<file path="src/rtl/add_serial_16bit_pkg.sv">
// Shared constants and types for the bit-serial add/subtract engine.
package add_serial_16bit_pkg;

    localparam int WIDTH = 16;
    localparam int CNT_W = $clog2(WIDTH);

    typedef enum logic [1:0] {
        IDLE = 2'd0,
        RUN  = 2'd1,
        FIN  = 2'd2
    } state_t;

endpackage

</file>
<file path="src/rtl/add_serial_16bit_if.sv">
// Operand/result bundle between the datapath controller and the serial adder.
interface add_serial_16bit_if
    import add_serial_16bit_pkg::*;
#(
    parameter int W = WIDTH
);

    logic         start;
    logic         sub;
    logic [W-1:0] a;
    logic [W-1:0] b;
    logic         busy;
    logic         done;
    logic [W-1:0] shuma;
    logic         cout;
    logic         zero;
    logic         neg;
    logic         ovf;

    modport master (
        output start, sub, a, b,
        input  busy, done, shuma, cout, zero, neg, ovf
    );

    modport slave (
        input  start, sub, a, b,
        output busy, done, shuma, cout, zero, neg, ovf
    );

endinterface

</file>
<file path="src/rtl/add_serial_16bit_add_1bit.sv">
// Single full-adder cell; the serial engine reuses it once per bit.
module add_1bit (
    input  logic a_i,
    input  logic b_i,
    input  logic cin_i,
    output logic shuma_o,
    output logic cout_o
);

    // Plain full-adder equations.
    always_comb begin
        shuma_o = a_i ^ b_i ^ cin_i;
        cout_o  = (a_i & b_i) | (a_i & cin_i) | (b_i & cin_i);
    end

endmodule

</file>
<file path="src/rtl/add_serial_16bit.sv">
// Bit-serial WIDTH-bit add/subtract engine: one bit per clock through add_1bit.
//
// state | meaning
// ------+------------------------------------------------------------
// IDLE  | waiting for start; result and flags hold the last outcome
// RUN   | shifting one bit per cycle through the full adder
// FIN   | one-cycle done pulse, result/flags already valid
module add_serial_16bit
    import add_serial_16bit_pkg::*;
(
    input logic                 clk_i,
    input logic                 rst_n_i,
    add_serial_16bit_if.slave   bus
);

    localparam logic [CNT_W-1:0] LAST_BIT = CNT_W'(WIDTH - 1);

    state_t             state_q, state_d;
    logic [CNT_W-1:0]   cnt_q, cnt_d;
    logic               carry_q, carry_d;
    logic [WIDTH-1:0]   sa_q, sa_d;
    logic [WIDTH-1:0]   sb_q, sb_d;
    logic [WIDTH-1:0]   acc_q, acc_d;
    logic [WIDTH-1:0]   shuma_q, shuma_d;
    logic               cout_q, cout_d;
    logic               zero_q, zero_d;
    logic               neg_q, neg_d;
    logic               ovf_q, ovf_d;
    logic               busy_q, busy_d;
    logic               done_q, done_d;

    logic               fa_sum;
    logic               fa_cout;
    logic [WIDTH-1:0]   result;

    add_1bit u_add_1bit (
        .a_i     (sa_q[0]),
        .b_i     (sb_q[0]),
        .cin_i   (carry_q),
        .shuma_o (fa_sum),
        .cout_o  (fa_cout)
    );

    // The final sum is the accumulator shifted once more with the MSB's sum bit.
    assign result = {fa_sum, acc_q[WIDTH-1:1]};

    // State, datapath and result registers; reset discards any in-flight operation.
    always_ff @(posedge clk_i) begin
        if (!rst_n_i) begin
            state_q <= IDLE;
            cnt_q   <= '0;
            carry_q <= 1'b0;
            sa_q    <= '0;
            sb_q    <= '0;
            acc_q   <= '0;
            shuma_q <= '0;
            cout_q  <= 1'b0;
            zero_q  <= 1'b1;
            neg_q   <= 1'b0;
            ovf_q   <= 1'b0;
            busy_q  <= 1'b0;
            done_q  <= 1'b0;
        end else begin
            state_q <= state_d;
            cnt_q   <= cnt_d;
            carry_q <= carry_d;
            sa_q    <= sa_d;
            sb_q    <= sb_d;
            acc_q   <= acc_d;
            shuma_q <= shuma_d;
            cout_q  <= cout_d;
            zero_q  <= zero_d;
            neg_q   <= neg_d;
            ovf_q   <= ovf_d;
            busy_q  <= busy_d;
            done_q  <= done_d;
        end
    end

    // Next-state and datapath decode; everything holds unless the state says otherwise.
    always_comb begin
        state_d = state_q;
        cnt_d   = cnt_q;
        carry_d = carry_q;
        sa_d    = sa_q;
        sb_d    = sb_q;
        acc_d   = acc_q;
        shuma_d = shuma_q;
        cout_d  = cout_q;
        zero_d  = zero_q;
        neg_d   = neg_q;
        ovf_d   = ovf_q;

        case (state_q)
            IDLE: begin
                if (bus.start) begin
                    // Subtraction is A + ~B + 1: the +1 enters as the initial carry.
                    sa_d    = bus.a;
                    sb_d    = bus.sub ? ~bus.b : bus.b;
                    carry_d = bus.sub;
                    cnt_d   = '0;
                    state_d = RUN;
                end
            end
            RUN: begin
                sa_d    = {1'b0, sa_q[WIDTH-1:1]};
                sb_d    = {1'b0, sb_q[WIDTH-1:1]};
                acc_d   = result;
                carry_d = fa_cout;
                cnt_d   = cnt_q + CNT_W'(1);
                if (cnt_q == LAST_BIT) begin
                    // carry_q is the carry into the MSB on this last step.
                    shuma_d = result;
                    cout_d  = fa_cout;
                    zero_d  = (result == '0);
                    neg_d   = fa_sum;
                    ovf_d   = carry_q ^ fa_cout;
                    state_d = FIN;
                end
            end
            FIN: begin
                state_d = IDLE;
            end
            default: begin
                state_d = IDLE;
            end
        endcase

        busy_d = (state_d != IDLE);
        done_d = (state_d == FIN);
    end

    assign bus.busy  = busy_q;
    assign bus.done  = done_q;
    assign bus.shuma = shuma_q;
    assign bus.cout  = cout_q;
    assign bus.zero  = zero_q;
    assign bus.neg   = neg_q;
    assign bus.ovf   = ovf_q;

endmodule

</file>
<file path="src/flat_wrapper.sv">
// flat-port wrapper written by rule: the top's interface ports become plain ports
module add_serial_16bit_flat import add_serial_16bit_pkg::*;
  (clk_i, rst_n_i, bus_start, bus_sub, bus_a, bus_b, bus_busy, bus_done, bus_shuma, bus_cout, bus_zero, bus_neg, bus_ovf);
  add_serial_16bit_if #(.W(16)) bus_i ();
  input logic clk_i;
  input logic rst_n_i;
  input wire logic [$bits(bus_i.start)-1:0] bus_start;
  input wire logic [$bits(bus_i.sub)-1:0] bus_sub;
  input wire logic [$bits(bus_i.a)-1:0] bus_a;
  input wire logic [$bits(bus_i.b)-1:0] bus_b;
  output wire logic [$bits(bus_i.busy)-1:0] bus_busy;
  output wire logic [$bits(bus_i.done)-1:0] bus_done;
  output wire logic [$bits(bus_i.shuma)-1:0] bus_shuma;
  output wire logic [$bits(bus_i.cout)-1:0] bus_cout;
  output wire logic [$bits(bus_i.zero)-1:0] bus_zero;
  output wire logic [$bits(bus_i.neg)-1:0] bus_neg;
  output wire logic [$bits(bus_i.ovf)-1:0] bus_ovf;
  assign bus_i.start = bus_start;
  assign bus_i.sub = bus_sub;
  assign bus_i.a = bus_a;
  assign bus_i.b = bus_b;
  assign bus_busy = bus_i.busy;
  assign bus_done = bus_i.done;
  assign bus_shuma = bus_i.shuma;
  assign bus_cout = bus_i.cout;
  assign bus_zero = bus_i.zero;
  assign bus_neg = bus_i.neg;
  assign bus_ovf = bus_i.ovf;
  add_serial_16bit u_core (.clk_i(clk_i), .rst_n_i(rst_n_i), .bus(bus_i));
endmodule
</file>
<file path="config.mk">
export PLATFORM = sky130hd
export DESIGN_NAME = add_serial_16bit_flat
export DESIGN_NICKNAME = d
export VERILOG_FILES = /design/src/rtl/add_serial_16bit_pkg.sv /design/src/rtl/add_serial_16bit_if.sv /design/src/rtl/add_serial_16bit_add_1bit.sv /design/src/rtl/add_serial_16bit.sv /design/src/flat_wrapper.sv
export SDC_FILE = /design/constraint.sdc
export NUM_CORES = 1
export LEC_CHECK = 0
export CORE_MARGIN = 2
export CORE_UTILIZATION = 40
export DETAILED_ROUTE_END_ITERATION = 10
export PLACE_DENSITY = 0.76
export SETUP_SLACK_MARGIN = 0.1
export SKIP_CTS_REPAIR_TIMING = 1
export SYNTH_ARGS = -nofsm -noshare
export SYNTH_HDL_FRONTEND = slang
export SYNTH_SLANG_ARGS = --single-unit
</file>
<file path="constraint.sdc">
create_clock -name clk_i -period 1.8 [get_ports clk_i]
set_input_delay 0.27 -clock clk_i [delete_from_list [all_inputs] [get_ports clk_i]]
set_output_delay 0.27 -clock clk_i [all_outputs]
set_load 0.05 [all_outputs]
</file>
# [Word level (Yosys, flattened, before mapping)]
# Cells that the tools add are included.
[word_totals] mem_bits_rw=0 latchBits=0 ff_bits=77 out_inout_bits=22 romBits=0 inputBits=36 n_memories=0
[op_classes] div=0 n_bitwise=9 mux=12 n_mul=0 reduce_logical=6 n_lt_le_gt_ge=0 add_sub_neg=1 n_shift=0 eq_ne=4
[ops] op="case mux 16 bit (2 select lines)" count=2
[ops] op="two-way mux 16 bit" count=3
[ops] op="zero test 16 bit" count=1
[ops] op="inverter 16 bit" count=1
[ops] op="case mux 4 bit (2 select lines)" count=1
[ops] op="adder 4 x 1 -> 4 bit, second input constant" count=1
[ops] op="== test 4 bit, second input constant" count=1
[ops] op="two-way mux 2 bit" count=2
[ops] op="two-way mux 4 bit" count=1
[ops] op="case mux 2 bit (2 select lines)" count=1
[ops] op="AND reduction 2 bit" count=2
[ops] op="nonzero test 2 bit" count=2
[ops] op="bitwise AND 1 bit" count=3
[ops] op="XOR 1 bit" count=3
[ops] op="== test 2 x 1 -> 1 bit, second input constant" count=1
[ops] op="== test 2 bit, second input constant" count=1
[ops] op="zero test 2 bit" count=1
[ops] op="inequality test 2 bit, second input constant" count=1
[ops] op="OR 1 bit" count=2
[ops] op="case mux 1 bit (2 select lines)" count=1
[ops] op="two-way mux 1 bit" count=1

# [Longest topological paths before layout]
[depth] ltp_word=4 mapped_depth=6 depth_no_buf=4

# [Modules after synthesis]
# A second synthesis with hierarchy kept.
[unflattened] cells_unflattened=359 area_unflattened_um2=3270.6
[by_module_without_submodules] mod="add_serial_16bit" cells_each=358 area_each_um2=3250.6 seq_area_each_um2=1501.4 instances=1
[by_module_without_submodules] mod="add_1bit" cells_each=1 area_each_um2=20.0 seq_area_each_um2=0.0 instances=1

# [Worst setup path before layout]
# Ideal clock, no wire load.
[synth_timing] path_kind="reg2reg" start="reg u_core.sa_q[0]" end="reg u_core.zero_q, in the netlist u_core.bus.zero" setup_ps=79 path_slack_ps=509 synth_period_minus_slack_ps=1291 stages_incl_launch_ff=5 t_required_ps=1721 arrival_time_ps=1212 path_cell_list="dfxtp_1 > fa_1 > nor4_1 > nand4_1 > o211ai_1"
[synth_via] elab_chain_len=3
[synth_lines] item="from (decl)" line_no="add_serial_16bit.sv:21" text="logic [WIDTH-1:0] sa_q, sa_d;"
[synth_lines] item="from (signal assigned)" line_no="add_serial_16bit.sv:53" text="sa_q <= '0;"
[synth_lines] item="from (signal assigned)" line_no="add_serial_16bit.sv:67" text="sa_q <= sa_d;"
[synth_lines] item="XOR 1 bit (2 in a row)" line_no="add_serial_16bit_add_1bit.sv:12" text="shuma_o = a_i ^ b_i ^ cin_i;"
[synth_lines] item="named net u_core.fa_sum" line_no="add_serial_16bit.sv:32" text="logic fa_sum;"
[synth_lines] item="zero test 16 bit" line_no="add_serial_16bit.sv:115" text="zero_d = (result == '0);"
[synth_lines] item="to (signal assigned)" line_no="add_serial_16bit.sv:72" text="zero_q <= zero_d;"
[synth_lines] item="to (decl)" line_no="add_serial_16bit.sv:26" text="logic zero_q, zero_d;"
# The timed path passes the listed nets, and every way through them passes these cells.
# A chain may end at the register's enable or synchronous reset.

# [Worst setup path in the final report]
[layout_timing] start="reg u_core.state_q[0]" end="reg u_core.shuma_q[7], in the netlist u_core.bus.shuma[7]"
[layout_via] elab_chain_len=2
[layout_lines] item="from (decl)" line_no="add_serial_16bit.sv:18" text="state_t state_q, state_d;"
[layout_lines] item="from (signal assigned)" line_no="add_serial_16bit.sv:64" text="state_q <= state_d;"
[layout_lines] item="== test 2 x 1 -> 1 bit" line_no="add_serial_16bit.sv:94" text="case (state_q)"
[layout_lines] item="AND reduction 2 bit (no line)"
[layout_lines] item="to (signal assigned)" line_no="add_serial_16bit.sv:70" text="shuma_q <= shuma_d;"
[layout_lines] item="to (decl)" line_no="add_serial_16bit.sv:24" text="logic [WIDTH-1:0] shuma_q, shuma_d;"
# No other way between the ends.

==> metrics.md <==
| Metric | Value |
|---|---|
| Clk_lat worst skew | `0.35 ns` |
| CTS clock-pin slew for the worst setup and hold paths | `0.08 ns` |
| Share of cells above drive strength 1 | `12.7%` |
| Final clock period utilization by the worst path | `84.1%` |
| Skew final | `0.00886 ns` |
| TritonCTS Buffers | `9` |
| Die area | `8740 um2` |
| Final net count | `441` |
| Comb pwr share | `12.1%` |
| Worst Hold Class | `flop to flop` |
| Syn_area_per_cell | `8.94 um2` |
| Dpl cell area | `3860 um2` |
| Starting density of the core | `41.4%` |
| Switch share | `23.5%` |
| Grt ovf | `0` |
| Die Height | `93.5 um` |
| Cells after synthesis | `358` |
| Slew headroom | `63.9%` |
| Multi-input logic area | `1450 um2` |
| Max Freq | `661 MHz` |
| Startpoint types | `flop` |
| HP Start | `u_core.bus.shuma[12]$_SDFFE_PN0P_` |
| Most frequent cells in the layout | `75 x dfxtp_1, 50 x a21oi_1, 35 x clkdlybuf4s50_1` |
| Net Count, Synth | `396` |
| Status | `finished clean` |
| Hold EP | `u_core.bus.shuma[12]$_SDFFE_PN0P_` |
| Vias in the first global route | `2588` |
| H-tree levels | `3` |
| Worst path slowest cell | `dfxtp_1` |
| Seq/Total Area, Yosys | `46.9%` |
| Layout filler cell count | `688` |
| ANT nets after route | `0` |
| Layout Area Growth over Synthesis | `28.9%` |
| Clock power frac | `39.7%` |
| Slowest stage delay, CP | `0.52 ns` |
| Io pins | `58` |
| Initial antenna violation count | `0` |
| Fin. Hold Viols | `0` |
| DP Worst Slack | `0.0445 ns` |
| Row Count | `32` |
| Max-slew violation count | `0` |
| Mapped Area | `3200 um2` |
| Arr. time, crit path | `1.74 ns` |
| FF+latch area | `1500 um2` |
| RSZ-0062 raised after global routing | `false` |
| Sw power | `0.860 mW` |
| R2r startpoint | `u_core.state_q[0]$_SDFF_PN0_` |
| Root buffer cell | `clkbuf_8` |
| Vias/cell | `5.48` |
| CP most frequent cell | `buf_4` |
| I/O Buffers | `57` |
| Yosys reg bits | `75` |
| Routability Congestion | `0.771` |
| Worst r2r dst | `u_core.bus.shuma[7]$_SDFFE_PN0P_` |
| Worst slew pin tran | `0.541 ns` |
| Max-cap violations | `0` |
| Crit path kind | `flop to flop` |
| Drt wl/cell | `14.4 um` |
| Leakage power | `1.79 nW` |
| Commonest non-fill, non-tap cell in the layout | `dfxtp_1` |
| TritonRoute pass-1 iters | `8` |
| Core area | `7730 um2` |
| Seq pwr share | `48.2%` |
| Largest net degree at the start of global routing | `58` |
| CTS sink cnt | `75` |
| Final Critical Period | `1.51 ns` |
| DRC | `0` |
| R2R setup slack | `0.29 ns` |
| CP max FO | `33` |
| Worst Path Required | `2.03 ns` |
| Routed WL | `7340 um` |
| # setup viols final | `0` |
| Count of unique library cells instantiated by Yosys | `35` |
| GRT Util Overall | `17.3%` |
| Post-layout instance area | `4130 um2` |
| Worst Slack Setup Final | `0.287 ns` |
| CP Cell Sequence | `buf_4, nand2b_1, buf_4, o21ai_0, a21oi_1` |
| Hold depth | `2` |
| DR iter-0 viols | `250` |
| Placed Instances | `494` |
| Peak supply drop | `0.000400 V` |
| First-pass GRT wire length | `12100 um` |
| Finished Layout Cells | `510` |
| YS warnings | `0` |
| TritonCTS clock tree | `built` |
| Total number of vias | `2797` |
| Reg2Reg Depth | `5` |
| # diodes | `0` |
| Max Root-Sink Buffers | `2` |
| Hpwl dp | `4630 um` |
| Cell area power density | `889 nW/um2` |
| Die X | `93.5 um` |
| Crit. End Element | `flop` |
| Internal power | `2.81 mW` |
## synth_stat cells, drive strengths merged
master / count / area share, %
o21bai: 1 / 0.23
nand2b: 1 / 0.20
xor2: 16 / 4.4
nor2: 22 / 2.6
dfxtp: 75 / 47
fa: 1 / 0.63
a211oi: 2 / 0.47
nand2: 31 / 3.6
nor4: 4 / 0.78
buf: 26 / 4.7
clkbuf: 10 / 1.2
o21ba: 1 / 0.31
xnor2: 1 / 0.27
nor3b: 17 / 4.3
o21a: 1 / 0.23
nor2b: 1 / 0.20
mux2i: 1 / 0.31
o211a: 1 / 0.31
o211ai: 1 / 0.23
nor3: 1 / 0.16
o21ai: 18 / 2.8
a21oi: 50 / 7.8
ha: 1 / 0.39
o221a: 16 / 5.6
and3: 3 / 0.59
nand3: 18 / 2.8
a311oi: 1 / 0.27
nand4: 1 / 0.20
a22oi: 3 / 0.70
a222oi: 15 / 4.7
inv: 18 / 2.1
## area by class of cell
cell class	count	share of cell area (%)
clock buffer	12	3.76
clock inverter	4	1.76
inverter	18	1.64
multi-input combinational	229	35.2
sequential	75	36.4
tap	102	3.09
timing repair buffer	70	18.1
## stage by stage
step	total power [mW]	util [%]	hold slack (ns)	setup TNS, ns
3_3_place_gp	2.24	49.9	0.464	0
4_1_cts	3.69	52.8	0.477	-0.0209
3_5_place_dp	2.25	49.9	0.466	0
6_report	3.67	53.4	0.476	0
2_1_floorplan	2.08	-	0.418	0
5_1_grt	3.81	53.4	0.499	0
## cells by family after synthesis
family / count (synthesis) / share of synthesized area, %
AO/OA/AOI/OAI: 110 / 23.7
AND/OR/NAND/NOR: 99 / 15.5
flip-flops: 75 / 46.9
buffers and inverters: 54 / 7.93
XOR/XNOR: 17 / 4.65
adder cells (fa/ha/maj): 2 / 1.02
multiplexers: 1 / 0.313
## power by group through the flow
stage,clock network (mW),registers [mW],logic (mW)
3_5_place_dp,0,1.81,0.442
5_1_grt,1.55,1.78,0.486
6_report,1.45,1.77,0.444
3_3_place_gp,0,1.80,0.432
2_1_floorplan,0,1.80,0.286
4_1_cts,1.47,1.77,0.445
## layer usage
| layer | part of all wire [%] | global-route usage (%) | wire length (um) |
|---|---|---|---|
| met1 | 44 | 23.0 | 3230 |
| met2 | 48 | 26.7 | 3560 |
| met3 | 5.4 | 3.22 | 396 |
| met4 | 2.1 | 8.70 | 155 |
| met5 | 0 | 0 | 0 |
## worst max-delay path: cells and delay by family, from the launching register on
kind / cells / cell delay [ns]
flops: 1 / 0.52
simple gates: 1 / 0.07
buf+inv: 2 / 0.44
compound gates: 2 / 0.35
## state kept, by name, summed over array words and instances (netlist names), 2 cells and up
name / cells
u_core.acc_q: 15
u_core.bus.shuma: 15
u_core.cnt_q: 4
u_core.sa_q: 16
u_core.sb_q: 16
u_core.state_q: 2
## worst max path at each step
stage,startpoint,to,slack (ns),cells after the start
finish,u_core.state_q[0]$_SDFF_PN0_,u_core.bus.shuma[7]$_SDFFE_PN0P_,0.29,5
global route,u_core.cnt_q[0]$_SDFFE_PN0P_,u_core.bus.shuma[3]$_SDFFE_PN0P_,0.12,5
CTS,u_core.bus.shuma[3]$_SDFFE_PN0P_,bus_shuma[3],-0.02,1
detailed placement,bus_start,u_core.cnt_q[2]$_SDFFE_PN0P_,0.04,5
global placement,bus_start,u_core.cnt_q[2]$_SDFFE_PN0P_,0.08,5
floorplan,u_core.sa_q[0]$_SDFFE_PN0P_,u_core.bus.zero$_SDFFE_PN1P_,0.51,4
No activity file was read; power rests on OpenSTA's default activity.
